[src/rtl/alu_pkg.sv]
// Shared encodings for the ALU-control/issue stage and the execute-stage ALU cluster:
// ALUOp codes, R-type funct values, ALU operations, result-mux selects and the bubble bundle.
package alu_pkg;

  typedef enum logic [1:0] {
    ALUOP_ADD   = 2'b00,
    ALUOP_SUB   = 2'b01,
    ALUOP_RTYPE = 2'b10,
    ALUOP_SLT   = 2'b11
  } aluop_e;

  typedef enum logic [5:0] {
    FUNCT_SLL   = 6'd0,
    FUNCT_JR    = 6'd8,
    FUNCT_MFHI  = 6'd16,
    FUNCT_MFLO  = 6'd18,
    FUNCT_MULTU = 6'd25,
    FUNCT_ADD   = 6'd32,
    FUNCT_SUB   = 6'd34,
    FUNCT_AND   = 6'd36,
    FUNCT_OR    = 6'd37,
    FUNCT_SLT   = 6'd42
  } funct_e;

  typedef enum logic [2:0] {
    OP_AND = 3'b000,
    OP_OR  = 3'b001,
    OP_ADD = 3'b010,
    OP_SUB = 3'b110,
    OP_SLT = 3'b111
  } alu_op_e;

  typedef enum logic [1:0] {
    MUX_ALU = 2'b00,
    MUX_HI  = 2'b01,
    MUX_LO  = 2'b10,
    MUX_SHT = 2'b11
  } mux_sel_e;

  // Control bundle handed to the execute cluster each cycle.
  typedef struct packed {
    logic     ex_valid;
    alu_op_e  operation;
    logic     multu;
    logic     sht;
    mux_sel_e mux;
    logic     jr;
  } ctrl_t;

  localparam ctrl_t CTRL_BUBBLE = '{
    ex_valid:  1'b0,
    operation: OP_ADD,
    multu:     1'b0,
    sht:       1'b0,
    mux:       MUX_ALU,
    jr:        1'b0
  };

  // Instructions that read or write Hi/Lo and therefore must wait for the multiplier.
  function automatic logic is_hilo_op(input logic [1:0] aluop, input logic [5:0] funct);
    return (aluop == ALUOP_RTYPE) &&
           ((funct == FUNCT_MULTU) || (funct == FUNCT_MFHI) || (funct == FUNCT_MFLO));
  endfunction

endpackage

[src/rtl/mult_busy_counter.sv]
// Tracks the in-flight MULTU: loads MULT_CYCLES on issue and counts down to idle.
module mult_busy_counter #(
  parameter int unsigned MULT_CYCLES = 32
) (
  input  logic clk,
  input  logic rst,
  input  logic i_load,
  output logic o_busy_c
);

  localparam int unsigned CNT_W = $clog2(MULT_CYCLES + 1);

  logic [CNT_W-1:0] r_cnt;

  always_ff @(posedge clk) begin
    if (!rst) begin
      r_cnt <= '0;
    end else if (i_load) begin
      r_cnt <= CNT_W'(MULT_CYCLES);
    end else if (r_cnt != '0) begin
      r_cnt <= r_cnt - CNT_W'(1);
    end
  end

  assign o_busy_c = (r_cnt != '0);

endmodule

[src/rtl/alu_issue_ctrl.sv]
// ALU-control/issue stage: decodes ALUOp/funct into the execute control bundle one cycle
// later and holds Hi/Lo consumers until the outstanding multiply has finished.
module alu_issue_ctrl
  import alu_pkg::*;
#(
  parameter int unsigned MULT_CYCLES = 32
) (
  input  logic       clk,
  input  logic       rst,
  input  logic       in_valid,
  input  logic [1:0] ALUOp,
  input  logic [5:0] funct,
  input  logic       flush,
  output logic       stall,
  output logic       ex_valid,
  output logic [2:0] operation,
  output logic       SignaltoMULTU,
  output logic       SignaltoSHT,
  output logic [1:0] SignaltoMUX,
  output logic       jr,
  output logic       illegal
);

  logic  w_busy;
  logic  w_is_hilo;
  logic  w_accept;
  logic  w_legal;
  logic  w_is_multu;
  ctrl_t w_dec;
  ctrl_t r_ctrl;
  logic  r_illegal;

  assign w_is_hilo  = is_hilo_op(ALUOp, funct);
  assign stall      = in_valid & w_busy & w_is_hilo;
  assign w_accept   = in_valid & ~stall & ~flush;
  assign w_is_multu = (ALUOp == ALUOP_RTYPE) && (funct == FUNCT_MULTU);

  // Decode of the presented instruction, independent of whether it is accepted.
  always_comb begin
    w_dec          = CTRL_BUBBLE;
    w_dec.ex_valid = 1'b1;
    w_legal        = 1'b1;
    case (aluop_e'(ALUOp))
      ALUOP_ADD: w_dec.operation = OP_ADD;
      ALUOP_SUB: w_dec.operation = OP_SUB;
      ALUOP_SLT: w_dec.operation = OP_SLT;
      default: begin
        case (funct)
          FUNCT_AND: w_dec.operation = OP_AND;
          FUNCT_OR:  w_dec.operation = OP_OR;
          FUNCT_ADD: w_dec.operation = OP_ADD;
          FUNCT_SUB: w_dec.operation = OP_SUB;
          FUNCT_SLT: w_dec.operation = OP_SLT;
          FUNCT_SLL: begin
            w_dec.sht = 1'b1;
            w_dec.mux = MUX_SHT;
          end
          FUNCT_MULTU: w_dec.multu = 1'b1;
          FUNCT_MFHI:  w_dec.mux   = MUX_HI;
          FUNCT_MFLO:  w_dec.mux   = MUX_LO;
          FUNCT_JR: begin
            w_dec.jr        = 1'b1;
            w_dec.operation = OP_ADD;
          end
          default: w_legal = 1'b0;
        endcase
      end
    endcase
  end

  // Control half of the ID/EX register; anything not accepted becomes a bubble.
  always_ff @(posedge clk) begin
    if (!rst) begin
      r_ctrl    <= CTRL_BUBBLE;
      r_illegal <= 1'b0;
    end else begin
      r_ctrl    <= (w_accept && w_legal) ? w_dec : CTRL_BUBBLE;
      r_illegal <= w_accept & ~w_legal;
    end
  end

  mult_busy_counter #(
    .MULT_CYCLES (MULT_CYCLES)
  ) u_busy (
    .clk      (clk),
    .rst      (rst),
    .i_load   (w_accept & w_is_multu),
    .o_busy_c (w_busy)
  );

  assign ex_valid      = r_ctrl.ex_valid;
  assign operation     = r_ctrl.operation;
  assign SignaltoMULTU = r_ctrl.multu;
  assign SignaltoSHT   = r_ctrl.sht;
  assign SignaltoMUX   = r_ctrl.mux;
  assign jr            = r_ctrl.jr;
  assign illegal       = r_illegal;

endmodule
[config.mk]
export PLATFORM = sky130hd
export DESIGN_NAME = alu_issue_ctrl
export DESIGN_NICKNAME = d
export VERILOG_FILES = /design/src/rtl/alu_pkg.sv /design/src/rtl/mult_busy_counter.sv /design/src/rtl/alu_issue_ctrl.sv
export SDC_FILE = /design/constraint.sdc
export NUM_CORES = 1
export LEC_CHECK = 0
export BUFFER_PORTS_ARGS = -buffer_cell sky130_fd_sc_hd__buf_4
export CORE_UTILIZATION = 48
export CTS_CLUSTER_SIZE = 28
export DETAILED_ROUTE_END_ITERATION = 10
export GPL_ROUTABILITY_DRIVEN = 0
export PLACE_DENSITY = 0.77
export SKIP_CTS_REPAIR_TIMING = 1
export SKIP_LAST_GASP = 1
export SYNTH_ARGS = -nofsm -noshare
export SYNTH_HDL_FRONTEND = slang
export SYNTH_SLANG_ARGS = --single-unit
export TNS_END_PERCENT = 5
[constraint.sdc]
create_clock -name clk -period 1.9 [get_ports clk]
set_input_delay 0.19 -clock clk [delete_from_list [all_inputs] [get_ports clk]]
set_output_delay 0.19 -clock clk [all_outputs]
set_load 0.02 [all_outputs]
== After elaboration in Yosys (flattened, before gate mapping) ==
Cells that the tools add are included.

* Output and inout port bits: 11
* Logic and storage cells: 59
* Register bits: 16

* Eq/ne operators: 12
* Reductions and logical operators: 14
* $add $sub $neg: 1
* Mux-type cells: 12
* Bitwise operators: 11

{| class="wikitable"
|+ Operators with widths
! operator !! count
|-
| 6-bit equality test (second input constant) || 5
|-
| 6-bit by 5-bit equality test with 1-bit output (second input constant) || 3
|-
| 6-bit two-way mux || 2
|-
| 3-bit one-hot mux with 4 select lines || 1
|-
| 10-bit OR reduction || 1
|-
| 9-bit two-way mux || 1
|-
| 3-bit one-hot mux with 3 select lines || 1
|-
| 1-bit AND || 6
|-
| 6-bit by 4-bit equality test with 1-bit output (second input constant) || 1
|-
| 6-bit zero test || 1
|-
| 2-bit one-hot mux with 3 select lines || 1
|-
| 6-bit nonzero test || 1
|-
| 6-bit by 1-bit subtractor with 6-bit output (second input constant) || 1
|-
| 1-bit two-way mux || 5
|-
| 5-bit two-way mux || 1
|-
| 1-bit inverter || 5
|-
| 5-bit OR reduction || 1
|-
| 2-bit equality test (second input constant) || 2
|-
| 1-bit logical AND || 3
|-
| 3-bit OR reduction || 1
|-
| 2-bit by 1-bit equality test with 1-bit output (second input constant) || 1
|-
| 2-bit zero test || 1
|-
| 1-bit logical OR || 2
|-
| 2-bit AND reduction || 1
|-
| other kinds (2) || 2
|}

== Longest topological paths before layout ==
* Depth after elaboration: 11
* Mapped depth: 6

== Hierarchy ==
A second synthesis with hierarchy kept.

* Cells, all modules: 85
* Area total of the unflattened synthesis: 852.1 um^2

{| class="wikitable"
|+ Modules (own cells, without submodules)
! module !! instances !! area each (um^2) !! cells an instance !! sequential area each (um^2)
|-
| alu_issue_ctrl || 1 || 525.5 || 51 || 200.2
|-
| mult_busy_counter || 1 || 326.6 || 34 || 120.1
|}

== Worst setup path before layout ==
Ideal clock, no wire load.

* Path type: in2out
* Start: in funct[2]
* End: out stall
* Arrival: 1.577 ns
* Path buffers: 0
* Required time: 1.710 ns
* Slack: 0.133 ns
* Stages on the path: 3
* Cell sequence: or2_2 -> or2_2 -> nor4b_1

* Longest elaborated chain between the ends: 5
* Elaborated cells between the ends (all ways): 7

{| class="wikitable"
|+ RTL lines
! element !! RTL line !! text
|-
| start: declaration || alu_issue_ctrl.sv:12 || <nowiki>input logic [5:0] funct,</nowiki>
|-
| 6-bit by 5-bit equality test with 1-bit output || alu_pkg.sv:62 || <nowiki>((funct == FUNCT_MULTU) || (funct == FUNCT_MFHI) || (funct == FUNCT_MFLO));</nowiki>
|-
| 1-bit logical OR || alu_pkg.sv:62 ||
|-
| 1-bit logical OR (*) || alu_pkg.sv:62 ||
|-
| 1-bit logical AND (*) || alu_pkg.sv:61 || <nowiki>return (aluop == ALUOP_RTYPE) &&</nowiki>
|-
| 1-bit AND (*) || alu_issue_ctrl.sv:34 || <nowiki>assign stall = in_valid & w_busy & w_is_hilo;</nowiki>
|-
| end: declaration || alu_issue_ctrl.sv:14 || <nowiki>output logic stall,</nowiki>
|}

Every way passes the cells marked *; elsewhere a longest branch is shown, timed or not.

== Worst setup path in the final report ==
* Start: reg u_busy.r_cnt[2]
* End: reg r_ctrl, in the netlist operation[1]

* Longest elaborated chain between the ends: 8

{| class="wikitable"
|+ RTL lines
! element !! RTL line !! text
|-
| start: declaration || mult_busy_counter.sv:13 || <nowiki>logic [CNT_W-1:0] r_cnt;</nowiki>
|-
| start signal: assignment || mult_busy_counter.sv:19 || <nowiki>r_cnt <= CNT_W'(MULT_CYCLES);</nowiki>
|-
| start signal: assignment || mult_busy_counter.sv:21 || <nowiki>r_cnt <= r_cnt - CNT_W'(1);</nowiki>
|-
| 6-bit nonzero test || mult_busy_counter.sv:25 || <nowiki>assign o_busy_c = (r_cnt != '0);</nowiki>
|-
| 1-bit AND (2 in a row) || alu_issue_ctrl.sv:34 ||
|-
| 1-bit inverter || alu_issue_ctrl.sv:35 || <nowiki>assign w_accept = in_valid & ~stall & ~flush;</nowiki>
|-
| 1-bit AND (2 in a row) || alu_issue_ctrl.sv:35 ||
|-
| 1-bit logical AND || alu_issue_ctrl.sv:77 || <nowiki>r_ctrl <= (w_accept && w_legal) ? w_dec : CTRL_BUBBLE;</nowiki>
|-
| 2-bit AND reduction (no source line) || -- ||
|-
| end signal: assignment || alu_issue_ctrl.sv:77 ||
|-
| end: declaration || alu_issue_ctrl.sv:30 || <nowiki>ctrl_t r_ctrl;</nowiki>
|}

No other way between the ends.
A chain may end at the register's enable or synchronous reset.

==> summary.md <==
| Metric | Value |
|---|---|
| RR Endpoint | `operation[1]$_SDFF_PN1_` |
| Clk sinks | `16` |
| Yosys warns | `0` |
| Grt ovf | `0` |
| Sequential power share | `38.3%` |
| Antenna diodes | `0` |
| Final hold vios | `0` |
| Port bufs | `22` |
| Antenna-violating nets left | `0` |
| Clock tree buffer depth | `2` |
| Crit. End Element | `register` |
| Setup slack, reg-to-reg | `roughly 0.10 ns` |
| Largest net degree at the start of global routing | `12` |
| Vias | `between 700 and 800` |
| Slew margin rel. | `68.87%` |
| CP arrival | `1.95 ns` |
| Cell area after layout | `1074 um2` |
| WHS | `0.1745 ns` |
| Total die area | `1953 um2` |
| Worst VDD drop | `0.8266 mV` |
| PwrDens | `1119 nW/um2` |
| Pwr Total | `1.202 mW` |
| Final #Nets | `between 100 and 150` |
| RSZ-0062 raised after global routing | `no` |
| Wire length per cell | `13.46 um` |
| CTS tree | `yes` |
| Die width | `between 40 and 50 um` |
| Max-cap check violation count | `0` |
| Net Switching | `0.4140 mW` |
| Initial antenna violation count | `0` |
| Number of cells produced by synthesis | `91` |
| Startpoint types | `register` |
| Num CTS Buffers | `3` |
| Worst slew pin tran | `about 0.46 ns` |
| Htree depth | `1` |
| Dpl ws | `0.1191 ns` |
| Hold Path Stages | `2` |
| Final worst slack | `0.1036 ns` |
| First-pass GRT wire length | `2911 um` |
| Clock power share | `17.8%` |
| Wirelength, routed | `~1800 um` |
| GRT Total Usage | `20.10%` |
| #FFs+latches synth | `16` |
| Post-Syn Area per Cell | `9.391 um2` |
| Placeable Area | `1577 um2` |
| Post-placement cell area | `1013 um2` |
| Hold WC Path Type | `primary input to register` |
| Vias in the first global route | `656` |
| IO Pins | `23` |
| Hold_sp | `funct[4]` |
| Post-Layout Cell Count | `131` |
| CP max FO | `10` |
| Clock Tree Root | `clkbuf_4` |
| Sw Share | `34.45%` |
| Residual DRC | `0` |
| Internal Power | `0.7877 mW` |
| Worst-path clk slew | `approximately 0.090 ns` |
| FILL cells | `between 100 and 150` |
| Syn_nets | `105` |
| Critical path class | `register to register` |
| Worst skew pair latency | `0.27 ns` |
| R2R cell count | `5` |
| Final min period | `roughly 1.8 ns` |
| Comb power frac | `between 40% and 50%` |
| Placed Cells | `125` |
| Hold endpoint | `SignaltoSHT$_SDFF_PP0_` |
| Status | `finished clean` |
| Post-synth cell types | `36` |
| Area Growth Syn to Fin | `25.62%` |
| Drt pass-1 iters | `6` |
| Count of pins over their slew limit | `0` |
| Hpwl dp | `1360 um` |
| DRT iter0 DRCs | `12` |
| FP Rows | `14` |
| Sequential area share after synthesis | `approximately 37%` |
| Fin crit share | `94.55%` |
| FMAX | `0.5567 GHz` |
| Leak | `0.4358 nW` |
| Final setup skew | `0.005757 ns` |
| Synth Cell Area | `about 850 um2` |
| DIE HEIGHT | `44.20 um` |
| Final number of setup-violating endpoints | `0` |
| Crit Reg-Reg Startpoint | `u_busy.r_cnt[2]$_SDFFE_PP0P_` |
| Layout cells sized above 1 | `between 30% and 40%` |
| Required @ worst endpoint | `between 2 and 2.5 ns` |
| Vias per Instance | `5.786` |
| Initial Utilization | `~54%` |
placed cells by master, fill, tap and decap left out, types with 3 or more instances in the layout:
cell type	count
dfxtp_1	14
or3_1	3
a21oi_1	3
nor2_1	11
nand2_1	5
xor2_1	3
nor3_1	6
buf_4	24
inv_1	3
clkbuf_4	3
nor4b_1	3
xnor2_1	3
worst max path at each step:
stage                                            start  depth (start not counted)  slack [ns]                 endpoint
after floorplan                               funct[2]                          3        0.13                    stall
after global placement    u_busy.r_cnt[2]$_SDFFE_PP0P_                          4        0.18  operation[1]$_SDFF_PN1_
after detailed placement  u_busy.r_cnt[2]$_SDFFE_PP0P_                          4        0.12  operation[1]$_SDFF_PN1_
after CTS                 u_busy.r_cnt[0]$_SDFFE_PP0P_                          5       -0.04                    stall
after global routing      u_busy.r_cnt[2]$_SDFFE_PP0P_                          5        0.04  operation[1]$_SDFF_PN1_
final                     u_busy.r_cnt[2]$_SDFFE_PP0P_                          5        0.10  operation[1]$_SDFF_PN1_
per-stage QoR:
step | util (%) | TNS, ns
3_3_place_gp | 64.29 | 0
6_report | 68.10 | 0
2_1_floorplan | - | 0
5_1_grt | 68.10 | 0
4_1_cts | 66.59 | -0.04059
3_5_place_dp | 64.29 | 0
synth_stat cells (all sizes together):
cell	number	area, um2
a32o	1	10.01
dfxtp	16	320.3
or3b	2	17.52
o21ai	1	5.000
nand3	1	5.000
buf	3	21.27
nand3b	1	7.510
or3	4	30.03
a21oi	3	15.01
o221ai	1	8.760
nor2	11	41.29
and2b	1	7.510
nand2	5	18.77
nor4b	5	50.04
o211a	1	10.01
or2	2	12.51
nor2b	1	6.260
a41oi	2	17.52
nor3b	2	26.28
ha	2	25.02
o311ai	1	26.28
xnor2	3	26.28
nor4	2	12.51
clkbuf	1	5.000
a211oi	2	15.01
nand2b	2	12.51
xor2	3	26.28
nor3	6	30.03
and4b	1	10.01
and4bb	1	12.51
inv	3	11.26
o221a	1	11.26
sequential cells by signal (all words and copies together), names as in the netlist:
signal and cells:
SignaltoMUX 2, u_busy.r_cnt 6, illegal 1, SignaltoSHT 1, ex_valid 1, SignaltoMULTU 1
operation 3, jr 1
power groups by stage:
stage / clock [mW] / combinational, mW / sequential, mW
finish: 0.214 / 0.528 / 0.460
global placement: 0 / 0.454 / 0.457
global route: 0.233 / 0.569 / 0.466
floorplan: 0 / 0.384 / 0.449
detailed placement: 0 / 0.463 / 0.460
CTS: 0.217 / 0.472 / 0.452
layout make-up:
class                   instances  area [um2]  share of cell area, %
clock buffers                   4       36.28                  3.380
inverters                       3       11.26                  1.049
multi-input cells              68       503.0                  46.85
flip-flops and latches         16       322.8                  30.07
well taps                      16       20.02                  1.865
repair buffers                 24       180.2                  16.78
routing by layer:
| metal | wire, um | part of all wire (%) | track usage [%] | up-vias |
|---|---|---|---|---|
| met1 | 851 | 48 | 26.40 | 352 |
| met2 | 820 | 47 | 31.76 | 23 |
| li1 | - | - | - | 381 |
| met3 | 66 | 3.7 | 4.082 | 2 |
| met4 | 25 | 1.4 | 9.091 | 0 |
| met5 | 0 | 0 | 0 | - |
worst max-delay path, stage by stage, from the launching register on:
cell      delay (ns)
dfxtp_1         0.35
or3_4           0.40
nor3b_4         0.22
buf_4           0.17
o311ai_4        0.16
or3_1           0.38
cell families (layout without fill, tap and decap cells):
logic type | Yosys count | count (layout) | synth area share (%)
AND/OR/NAND/NOR | 47 | 47 | 35.14
XOR/XNOR | 6 | 6 | 6.150
flip-flops | 16 | 16 | 37.48
buffers and inverters | 7 | 31 | 4.392
AO/OA/AOI/OAI | 13 | 13 | 13.91
adder cells (fa/ha/maj) | 2 | 2 | 2.928
(Power assumes the default switching activity.)
